--- src/rtl/mips_pipe_pkg.sv ---
// Shared MIPS pipeline definitions: control bundle, opcodes and the bubble constant.
package mips_pipe_pkg;

  localparam int ALUOP_W = 4;

  typedef struct packed {
    logic               regDst;
    logic               branchEq;
    logic               branchNe;
    logic               memRead;
    logic               memToReg;
    logic               memWrite;
    logic               aluSrc;
    logic               regWrite;
    logic               jump;
    logic               jal;
    logic               jr;
    logic [ALUOP_W-1:0] aluOp;
  } ctrlBundle_t;

  localparam ctrlBundle_t CTRL_BUBBLE = '0;

  localparam logic [5:0] OP_R    = 6'h00;
  localparam logic [5:0] OP_ADDI = 6'h08;
  localparam logic [5:0] OP_ORI  = 6'h0d;
  localparam logic [5:0] OP_ANDI = 6'h0c;
  localparam logic [5:0] OP_LUI  = 6'h0f;
  localparam logic [5:0] OP_SW   = 6'h2b;
  localparam logic [5:0] OP_LW   = 6'h23;
  localparam logic [5:0] OP_BEQ  = 6'h04;
  localparam logic [5:0] OP_BNE  = 6'h05;
  localparam logic [5:0] OP_J    = 6'h02;
  localparam logic [5:0] OP_JAL  = 6'h03;
  localparam logic [5:0] FUNCT_JR = 6'h08;

endpackage

--- src/rtl/id_ex_stage_reg_load_use_detect.sv ---
// Combinational load-use hazard check between the load sitting in EX and the instruction in ID.
module load_use_detect #(
  parameter int REG_ADDR_W = 5
) (
  input  logic                  exValid,
  input  logic                  exMemRead,
  input  logic [REG_ADDR_W-1:0] exRt,
  input  logic                  idValid,
  input  logic [REG_ADDR_W-1:0] idRs,
  input  logic [REG_ADDR_W-1:0] idRt,
  input  logic                  idJump,
  input  logic                  idJal,
  input  logic                  idRegDst,
  input  logic                  idMemWrite,
  input  logic                  idBranchEq,
  input  logic                  idBranchNe,
  input  logic                  flush,
  input  logic                  freeze,
  output logic                  loadUse,
  output logic                  stallReq
);

  logic usesRs, usesRt;

  assign usesRs = !(idJump | idJal);
  // addi/lw/lui write rt rather than read it, so only these forms source rt
  assign usesRt = idRegDst | idMemWrite | idBranchEq | idBranchNe;

  assign loadUse = exValid & exMemRead & (exRt != '0) &
                   (((exRt == idRs) & usesRs) | ((exRt == idRt) & usesRt));

  assign stallReq = idValid & loadUse & !flush & !freeze;

endmodule

--- src/rtl/id_ex_stage_reg.sv ---
// ID/EX pipeline register with load-use bubble, flush and freeze.
// Optional bubble counter enabled by ID_EX_BUBBLE_CNT_EN.
module id_ex_stage_reg #(
  parameter int DATA_W     = 32,
  parameter int REG_ADDR_W = 5,
  parameter int ALUOP_W    = 4,
  parameter int CNT_W      = 16
) (
  input  logic                  clk,
  input  logic                  reset,
  input  logic                  freeze,
  input  logic                  flush,
  input  logic                  id_valid,
  input  logic                  id_regdst,
  input  logic                  id_branch_eq,
  input  logic                  id_branch_ne,
  input  logic                  id_mem_read,
  input  logic                  id_mem_to_reg,
  input  logic                  id_mem_write,
  input  logic                  id_alu_src,
  input  logic                  id_reg_write,
  input  logic                  id_jump,
  input  logic                  id_jal,
  input  logic                  id_jr,
  input  logic [ALUOP_W-1:0]    id_alu_op,
  input  logic [DATA_W-1:0]     id_pc_plus4,
  input  logic [DATA_W-1:0]     id_rs_data,
  input  logic [DATA_W-1:0]     id_rt_data,
  input  logic [DATA_W-1:0]     id_imm,
  input  logic [REG_ADDR_W-1:0] id_rs,
  input  logic [REG_ADDR_W-1:0] id_rt,
  input  logic [REG_ADDR_W-1:0] id_rd,
  input  logic [4:0]            id_shamt,
  output logic                  stall_req,
  output logic                  ex_valid,
  output logic                  ex_regdst,
  output logic                  ex_branch_eq,
  output logic                  ex_branch_ne,
  output logic                  ex_mem_read,
  output logic                  ex_mem_to_reg,
  output logic                  ex_mem_write,
  output logic                  ex_alu_src,
  output logic                  ex_reg_write,
  output logic                  ex_jump,
  output logic                  ex_jal,
  output logic                  ex_jr,
  output logic [ALUOP_W-1:0]    ex_alu_op,
  output logic [DATA_W-1:0]     ex_pc_plus4,
  output logic [DATA_W-1:0]     ex_rs_data,
  output logic [DATA_W-1:0]     ex_rt_data,
  output logic [DATA_W-1:0]     ex_imm,
  output logic [REG_ADDR_W-1:0] ex_rs,
  output logic [REG_ADDR_W-1:0] ex_rt,
  output logic [REG_ADDR_W-1:0] ex_rd,
  output logic [4:0]            ex_shamt,
  output logic [CNT_W-1:0]      bubble_count
);
  import mips_pipe_pkg::*;

  ctrlBundle_t idCtrl, exCtrl;
  logic        loadUse, bubble;

  assign idCtrl = '{regDst: id_regdst, branchEq: id_branch_eq, branchNe: id_branch_ne,
                    memRead: id_mem_read, memToReg: id_mem_to_reg, memWrite: id_mem_write,
                    aluSrc: id_alu_src, regWrite: id_reg_write, jump: id_jump, jal: id_jal,
                    jr: id_jr, aluOp: id_alu_op};

  load_use_detect #(.REG_ADDR_W(REG_ADDR_W)) uDetect (
    .exValid(ex_valid), .exMemRead(exCtrl.memRead), .exRt(ex_rt),
    .idValid(id_valid), .idRs(id_rs), .idRt(id_rt),
    .idJump(id_jump), .idJal(id_jal), .idRegDst(id_regdst), .idMemWrite(id_mem_write),
    .idBranchEq(id_branch_eq), .idBranchNe(id_branch_ne),
    .flush(flush), .freeze(freeze), .loadUse(loadUse), .stallReq(stall_req)
  );

  assign bubble = flush | (loadUse & id_valid);

  always_ff @(posedge clk or posedge reset) begin
    if (reset) begin
      ex_valid    <= 1'b0;
      exCtrl      <= CTRL_BUBBLE;
      ex_pc_plus4 <= '0;
      ex_rs_data  <= '0;
      ex_rt_data  <= '0;
      ex_imm      <= '0;
      ex_rs       <= '0;
      ex_rt       <= '0;
      ex_rd       <= '0;
      ex_shamt    <= '0;
    end else if (!freeze) begin
      // data fields always follow ID; only validity and control get squashed
      ex_pc_plus4 <= id_pc_plus4;
      ex_rs_data  <= id_rs_data;
      ex_rt_data  <= id_rt_data;
      ex_imm      <= id_imm;
      ex_rs       <= id_rs;
      ex_rt       <= id_rt;
      ex_rd       <= id_rd;
      ex_shamt    <= id_shamt;
      if (bubble) begin
        ex_valid <= 1'b0;
        exCtrl   <= CTRL_BUBBLE;
      end else begin
        ex_valid <= id_valid;
        exCtrl   <= id_valid ? idCtrl : CTRL_BUBBLE;
      end
    end
  end

  assign ex_regdst     = exCtrl.regDst;
  assign ex_branch_eq  = exCtrl.branchEq;
  assign ex_branch_ne  = exCtrl.branchNe;
  assign ex_mem_read   = exCtrl.memRead;
  assign ex_mem_to_reg = exCtrl.memToReg;
  assign ex_mem_write  = exCtrl.memWrite;
  assign ex_alu_src    = exCtrl.aluSrc;
  assign ex_reg_write  = exCtrl.regWrite;
  assign ex_jump       = exCtrl.jump;
  assign ex_jal        = exCtrl.jal;
  assign ex_jr         = exCtrl.jr;
  assign ex_alu_op     = exCtrl.aluOp;

`ifdef ID_EX_BUBBLE_CNT_EN
  logic [CNT_W-1:0] bubbleCnt;

  always_ff @(posedge clk or posedge reset) begin
    if (reset)
      bubbleCnt <= '0;
    else if (!freeze && bubble && !(&bubbleCnt))
      bubbleCnt <= bubbleCnt + 1'b1;
  end

  assign bubble_count = bubbleCnt;
`else
  assign bubble_count = '0;
`endif

endmodule

--- config.mk ---
export PLATFORM = sky130hd
export DESIGN_NAME = id_ex_stage_reg
export DESIGN_NICKNAME = d
export VERILOG_FILES = /design/src/rtl/mips_pipe_pkg.sv /design/src/rtl/id_ex_stage_reg_load_use_detect.sv /design/src/rtl/id_ex_stage_reg.sv
export SDC_FILE = /design/constraint.sdc
export NUM_CORES = 1
export LEC_CHECK = 0
export CORE_MARGIN = 10
export CORE_UTILIZATION = 37
export CTS_BUF_LIST = sky130_fd_sc_hd__clkbuf_8
export DETAILED_ROUTE_END_ITERATION = 8
export PLACE_DENSITY = 0.81
export SETUP_SLACK_MARGIN = 0.02
export SLEW_MARGIN = 20
export SYNTH_ARGS = -nofsm -noshare
export SYNTH_HDL_FRONTEND = slang
export SYNTH_SLANG_ARGS = --single-unit
--- constraint.sdc ---
create_clock -name clk -period 5.85 [get_ports clk]
set_input_delay 1.17 -clock clk [delete_from_list [all_inputs] [get_ports clk]]
set_output_delay 1.17 -clock clk [all_outputs]
set_load 0.02 [all_outputs]
==> metrics.cfg, run 1 <==
[synth]
ys_seq_area_share_pct = 63.0
syn_avg_cell_area_sq_um = 15.5
yosysMostFrequentCell = dfrtp_1
synth-seq-cells = 164
synth_top_area_share_pct = 63.0
synth_edf_count = 0
ys_top_cells_by_area = dfrtp_1 (63%), mux2_2 (26%), a32oi_1 (2.0%), buf_4 (2.0%), xnor2_1 (1.2%)
synthTopCellsByCount = dfrtp_1 (164), mux2_2 (148), buf_4 (17)
syn_inst = 420
synth_area_leader_cell = dfrtp_1
ys.flop_type = dfrtp_1
syn_area_sq_um = 6520
yosys_warnings = 0
ys_types = 25
synthArstFlopShare_pct = 100

[drt]
initialDrtViolationCount = 191
antenna_left = 0
remaining_drc_errors = 0
via_per_inst = 4.80
drt-total-wl_microns = 20300
routed-via-count = 4744
avgRoutedWirePerCell_microns = 20.6
drt_first_pass_iters = 4

[clock_tree]
cts_root_buffer = clkbuf_8
cts_buffer_depth = 2
post_cts_buffers = 0
h-tree-depth = 4
clock-sinks = 164
clk_pin_slew_ns = 0.08
cts-buffers-inserted = 17
insertion_delay_ns = 0.44
cts_resized = 0
cts_tree = built
cts_hold_buffers = 0

[floorplan]
die-area_sq_um = 23300
coreArea_sq_um = 17300
row_count = 48
die_w_microns = 153
start_util_pct = 37.7
ioPinCount = 349
die_h_microns = 153

[place]
post-dp-hpwl_microns = 15900
gp_congestion = 0.957
portBuffers = 332
dpl_cell_area_sq_um = 9980
post-place-ws_ns = 1.23

[sta]
tightest_slew_ns = 1.01
post-route-min-period_ns = 4.62
rsz0062_at_grt = false
final_hold_viol_count = 0
timing.final.ws_setup_ns = 1.23
slew_violations = 0
fin_crit_sh_pct = 79.0
max_freq_ghz = 0.216
slew_headroom_pct = 32.8
finClkSkew_ns = 0.00564
setup_viol = 0
fin_setup_tns_ns = 0

[final_layout]
postLayoutCoreUtil_pct = 60.1
nNetsFinal = 920
syn2layout_area_growth_pct = 59.5
antennaDiodeCount = 0
finalInstanceArea_sq_um = 10400
layout-drive-gt1-share_pct = 25.8

[setup_path]
arrival_ns = 3.45
end_kind = primary output
max_stage_delay_ns = 0.68
startpoint_type = input pin
path_cells = clkdlybuf4s50_1 > xnor2_1 > nand4_1 > o22ai_2 > buf_4 > nor4b_1 > clkdlybuf4s50_1
cp_common_cell = clkdlybuf4s50_1
critPathSlowestCell = clkdlybuf4s50_1
critPathMaxFanout = 17
crit_type = in2out
required_ns = 4.68

[global_route]
grt-ovfl-total = 0
top_usage_layer = met2
track_usage_pct = 17.3
met1_usage_pct = 16.3
use_met3_pct = 9.20
grt_pass1_wl_microns = 31700
antenna_found_initial = 0
met2_usage_pct = 30.7
grt_pass1_vias = 5431
grt_max_degree = 87

[job]
drv_cap = 0

[power]
power_w = 0.00287
max-vdd-ir-drop_v = 0.000150
p_leak_nw = 4.21
power-per-cell-area_nw_per_um2 = 276

[outcome]
status = completed

[hold_path]
min_path_type = reg2reg

-- through the flow --
| step | std cells | hold slack [ns] |
|---|---|---|
| final | 989 | 0.490 |
| after global routing | 989 | 0.515 |
| after CTS | 989 | 0.497 |
| after detailed placement | 958 | 0.478 |
| after global placement | 958 | 0.474 |
| after floorplan | 435 | 0.589 |
-- cells by family (layout without fill, tap and decap cells) --
logic type | count (synthesis) | after routing | share of synthesized area [%]
buffers and inverters | 41 | 370 | 3.92
multiplexers | 148 | 148 | 25.6
flip-flops | 164 | 164 | 63.0
XOR/XNOR | 10 | 10 | 1.34
AO/OA/AOI/OAI | 35 | 35 | 4.55
AND/OR/NAND/NOR | 21 | 21 | 1.57
other | 1 | 16 | 0.0575
-- power by group --
part / leakage (nW) / internal, W / total, W / switching [W]
registers: 1.94 / 0.00125 / 0.00131 / 0.0000673
logic: 2.06 / 0.000394 / 0.000721 / 0.000327
clock network: 0.203 / 0.000443 / 0.000837 / 0.000393
total: 4.21 / 0.00208 / 0.00287 / 0.000788
-- cells in the final DEF, fill, tap and decap left out, drive strengths merged --
cell	n
xnor2	9
o41ai	1
xor2	1
clkinv	1
buf	6
nor3b	1
clkbuf	23
a22oi	1
nand2	15
mux2	148
a32oi	15
or3	1
clkdlybuf4s50	331
inv	3
o2111ai	1
o21ai	16
bufinv	2
o22ai	1
nand4	2
or4	1
dfrtp	164
clkinvlp	4
nor4b	1
conb	16
-- critical path: cells and delay by family --
family / cells / cell delay (ns)
buffers and inverters: 3 / 1.43
AND/OR/NAND/NOR: 2 / 0.52
AO/OA/AOI/OAI: 1 / 0.20
XOR/XNOR: 1 / 0.14
-- cell type report --
| cell class | instances | area, sq um |
|---|---|---|
| fill | 1357 | 6900 |
| sequential | 164 | 4100 |
| timing repair buffer | 337 | 3360 |
| multi-input combinational | 230 | 2220 |
| clock buffer | 23 | 317 |
| tap | 225 | 282 |
| clock inverter | 8 | 98.8 |
| inverter | 2 | 12.5 |
-- final timing paths --
| path | start | end | slack [ns] | depth (start not counted) |
|---|---|---|---|---|
| min reg2reg | ex_regdst | ex_regdst | 0.49 | 2 |
| min | ex_regdst | ex_regdst | 0.49 | 2 |
| min in group asynchronous | reset | ex_rt_data[2] | 1.17 | 2 |
| max in group asynchronous | reset | ex_jr | 3.56 | 3 |
| max | id_rt[2] | stall_req | 1.23 | 7 |
| max reg2reg | ex_rt[3] | ex_branch_ne | 3.97 | 4 |
-- routing by layer --
metal	part of all wire, %	vias to the layer above
li1	-	2134
met1	34	2362
met4	2.3	0
met5	0	-
met3	11	28
met2	53	220
Note: power is estimated with default switching activity, not from simulation.
==> run 2: changes to the inputs <==
--- a/config.mk
+++ b/config.mk
@@ -6,10 +6,10 @@
 export NUM_CORES = 1
 export LEC_CHECK = 0
 export CORE_MARGIN = 10
-export CORE_UTILIZATION = 37
+export CORE_UTILIZATION = 40
 export CTS_BUF_LIST = sky130_fd_sc_hd__clkbuf_8
 export DETAILED_ROUTE_END_ITERATION = 8
-export PLACE_DENSITY = 0.81
+export PLACE_DENSITY = 0.83
 export SETUP_SLACK_MARGIN = 0.02
 export SLEW_MARGIN = 20
 export SYNTH_ARGS = -nofsm -noshare
==> constraint.sdc (replaced) <==
create_clock -name clk -period 4.4 [get_ports clk]
set_input_delay 0.88 -clock clk [delete_from_list [all_inputs] [get_ports clk]]
set_output_delay 0.88 -clock clk [all_outputs]
set_load 0.02 [all_outputs]
==> metrics.cfg, run 2 (synthesis gave the netlist of run 1 again) <==
[setup_path]
crit_type = in2out
reg2regPathDepth = 4  ; unchanged
cp_common_cell = clkdlybuf4s50_1
worstReg2RegStart = ex_rt[3]
cp_num_cells = 6  ; -1
max_stage_delay_ns = 0.67  ; about the same
arrival_ns = 2.89  ; -0.56 ns
startpoint = id_rs[1]
path_delay_family = buffers and inverters
required_ns = 3.52  ; -1.16 ns
critPathMaxFanout = 2  ; -15
startpoint_type = input pin
timing.rr.end = ex_branch_eq
path_cells = clkdlybuf4s50_1 > xor2_1 > or3_1 > o22ai_2 > nor4b_1 > clkdlybuf4s50_1
crit_buf_inv = 2  ; -1
cp-endpoint = stall_req
end_kind = primary output
r2r_setup_slack_ns = 2.54  ; -1.43 ns
critPathSlowestCell = clkdlybuf4s50_1

[hold_path]
hold_depth = 2  ; unchanged
min_path_type = reg2reg

[sta]
tightest_slew_ns = 1.10  ; +0.0925 ns
final_hold_viol_count = 0  ; unchanged
whs_ns = 0.503  ; +0.0121 ns
fin_crit_sh_pct = 85.7
finClkSkew_ns = 0.0125  ; +0.00684 ns
rsz0062_at_grt = false
slew_headroom_pct = 26.6  ; -6.2 points
slew_violations = 0  ; unchanged
max_freq_ghz = 0.265
post-route-min-period_ns = 3.77
fin_setup_tns_ns = 0  ; unchanged
setup_viol = 0  ; unchanged

[clock_tree]
insertion_delay_ns = 0.45  ; about the same
post_cts_buffers = 0  ; unchanged
cts_root_buffer = clkbuf_8
h-tree-depth = 4  ; unchanged
clk_pin_slew_ns = 0.09  ; about the same
cts_tree = built
cts_hold_buffers = 0  ; unchanged
clock-sinks = 164  ; unchanged
cts_buffer_depth = 2  ; unchanged
cts_resized = 0  ; unchanged
cts-buffers-inserted = 17  ; unchanged

[global_route]
grt_max_degree = 90  ; +3.4%
grt_pass1_vias = 5444  ; +0.24%
grt_pass1_wl_microns = 32000  ; +0.80%
track_usage_pct = 19.1  ; +1.8 points
antenna_found_initial = 0  ; unchanged
grt-ovfl-total = 0  ; unchanged

[final_layout]
stdcell_count = 980  ; -0.91%
antennaDiodeCount = 0  ; unchanged
nNetsFinal = 920  ; unchanged
layout-drive-gt1-share_pct = 25.8  ; unchanged
layout_commonest_cell = clkdlybuf4s50_1
syn2layout_area_growth_pct = 60.8
final_cell_mix = clkdlybuf4s50_1 (331), dfrtp_1 (164), mux2_2 (148)

[floorplan]
die-area_sq_um = 21800  ; -6.5%
die_h_microns = 148  ; -3.3%
die_w_microns = 148  ; -3.3%
coreArea_sq_um = 15900  ; -7.8%
row_count = 46  ; -4.2%
start_util_pct = 40.9  ; +3.2 points
ioPinCount = 349  ; unchanged

[place]
post-dp-hpwl_microns = 16400  ; +3.2%
dp.cells = 949  ; -0.94%
gp_congestion = 0.806  ; -16%
portBuffers = 332  ; unchanged

[drt]
avgRoutedWirePerCell_microns = 21.3  ; +3.8%
drt-total-wl_microns = 20900  ; +2.8%
antenna_left = 0  ; unchanged
routed-via-count = 4710  ; -0.72%
via_per_inst = 4.81  ; +0.20%
drt_first_pass_iters = 4  ; unchanged
initialDrtViolationCount = 137  ; -28%
remaining_drc_errors = 0  ; unchanged

[power]
power-per-cell-area_nw_per_um2 = 388  ; +41%
max-vdd-ir-drop_v = 0.000252  ; +68%
p_leak_nw = 4.25  ; +1.1%

[job]
drv_cap = 0  ; unchanged

[outcome]
status = completed

[run 2: stage by stage]
stage               cell area (sq um)  setup WS [ns]  power [W]  utilization [%]
floorplan                        6580           1.25    0.00221                -
global placement                 9980          0.704    0.00272             62.6
detailed placement               9980          0.662    0.00275             62.6
CTS                             10500          0.649    0.00412             65.7
global route                    10500          0.536    0.00424             65.7
finish                          10500          0.631    0.00407             65.7
[run 2: worst min-delay path by stage]
stage,startpoint,endpoint
after floorplan,ex_branch_ne,ex_branch_ne
after global placement,ex_jr,ex_jr
after detailed placement,ex_jump,ex_jump
after CTS,ex_jump,ex_jump
after global routing,ex_rs_data[10],ex_rs_data[10]
final,ex_alu_op[3],ex_alu_op[3]
[run 2: per-layer routing]
| layer | global-route usage, % | vias to the layer above | share of wire (%) |
|---|---|---|---|
| met2 | 34.7 | 203 | 54 |
| met5 | 0 | - | 0 |
| met3 | 9.62 | 32 | 10 |
| met1 | 18.0 | 2346 | 33 |
| met4 | 6.74 | 0 | 2.4 |
| li1 | - | 2129 | - |
[run 2: worst reg2reg max path, cell delays in order, from the launching register on]
cell	delay, ns
dfrtp_1	0.45
or4_4	0.57
o2111ai_4	0.45
a32oi_1	0.16
o21ai_0	0.13
[run 2: cell type report]
class	count	area, sq um
sequential	164	4100
multi-input combinational	230	2220
inverter	2	11.3
clock inverter	13	253
timing repair buffer	337	3370
fill	1162	5460
tap	216	270
clock buffer	18	248
[run 2: report_power, final]
group / internal, W / total (W) / leakage, nW / switching, W
sequential: 0.00166 / 0.00175 / 1.94 / 0.0000906
clock: 0.000803 / 0.00135 / 0.251 / 0.000551
combinational: 0.000525 / 0.000967 / 2.06 / 0.000442
total: 0.00299 / 0.00407 / 4.25 / 0.00108
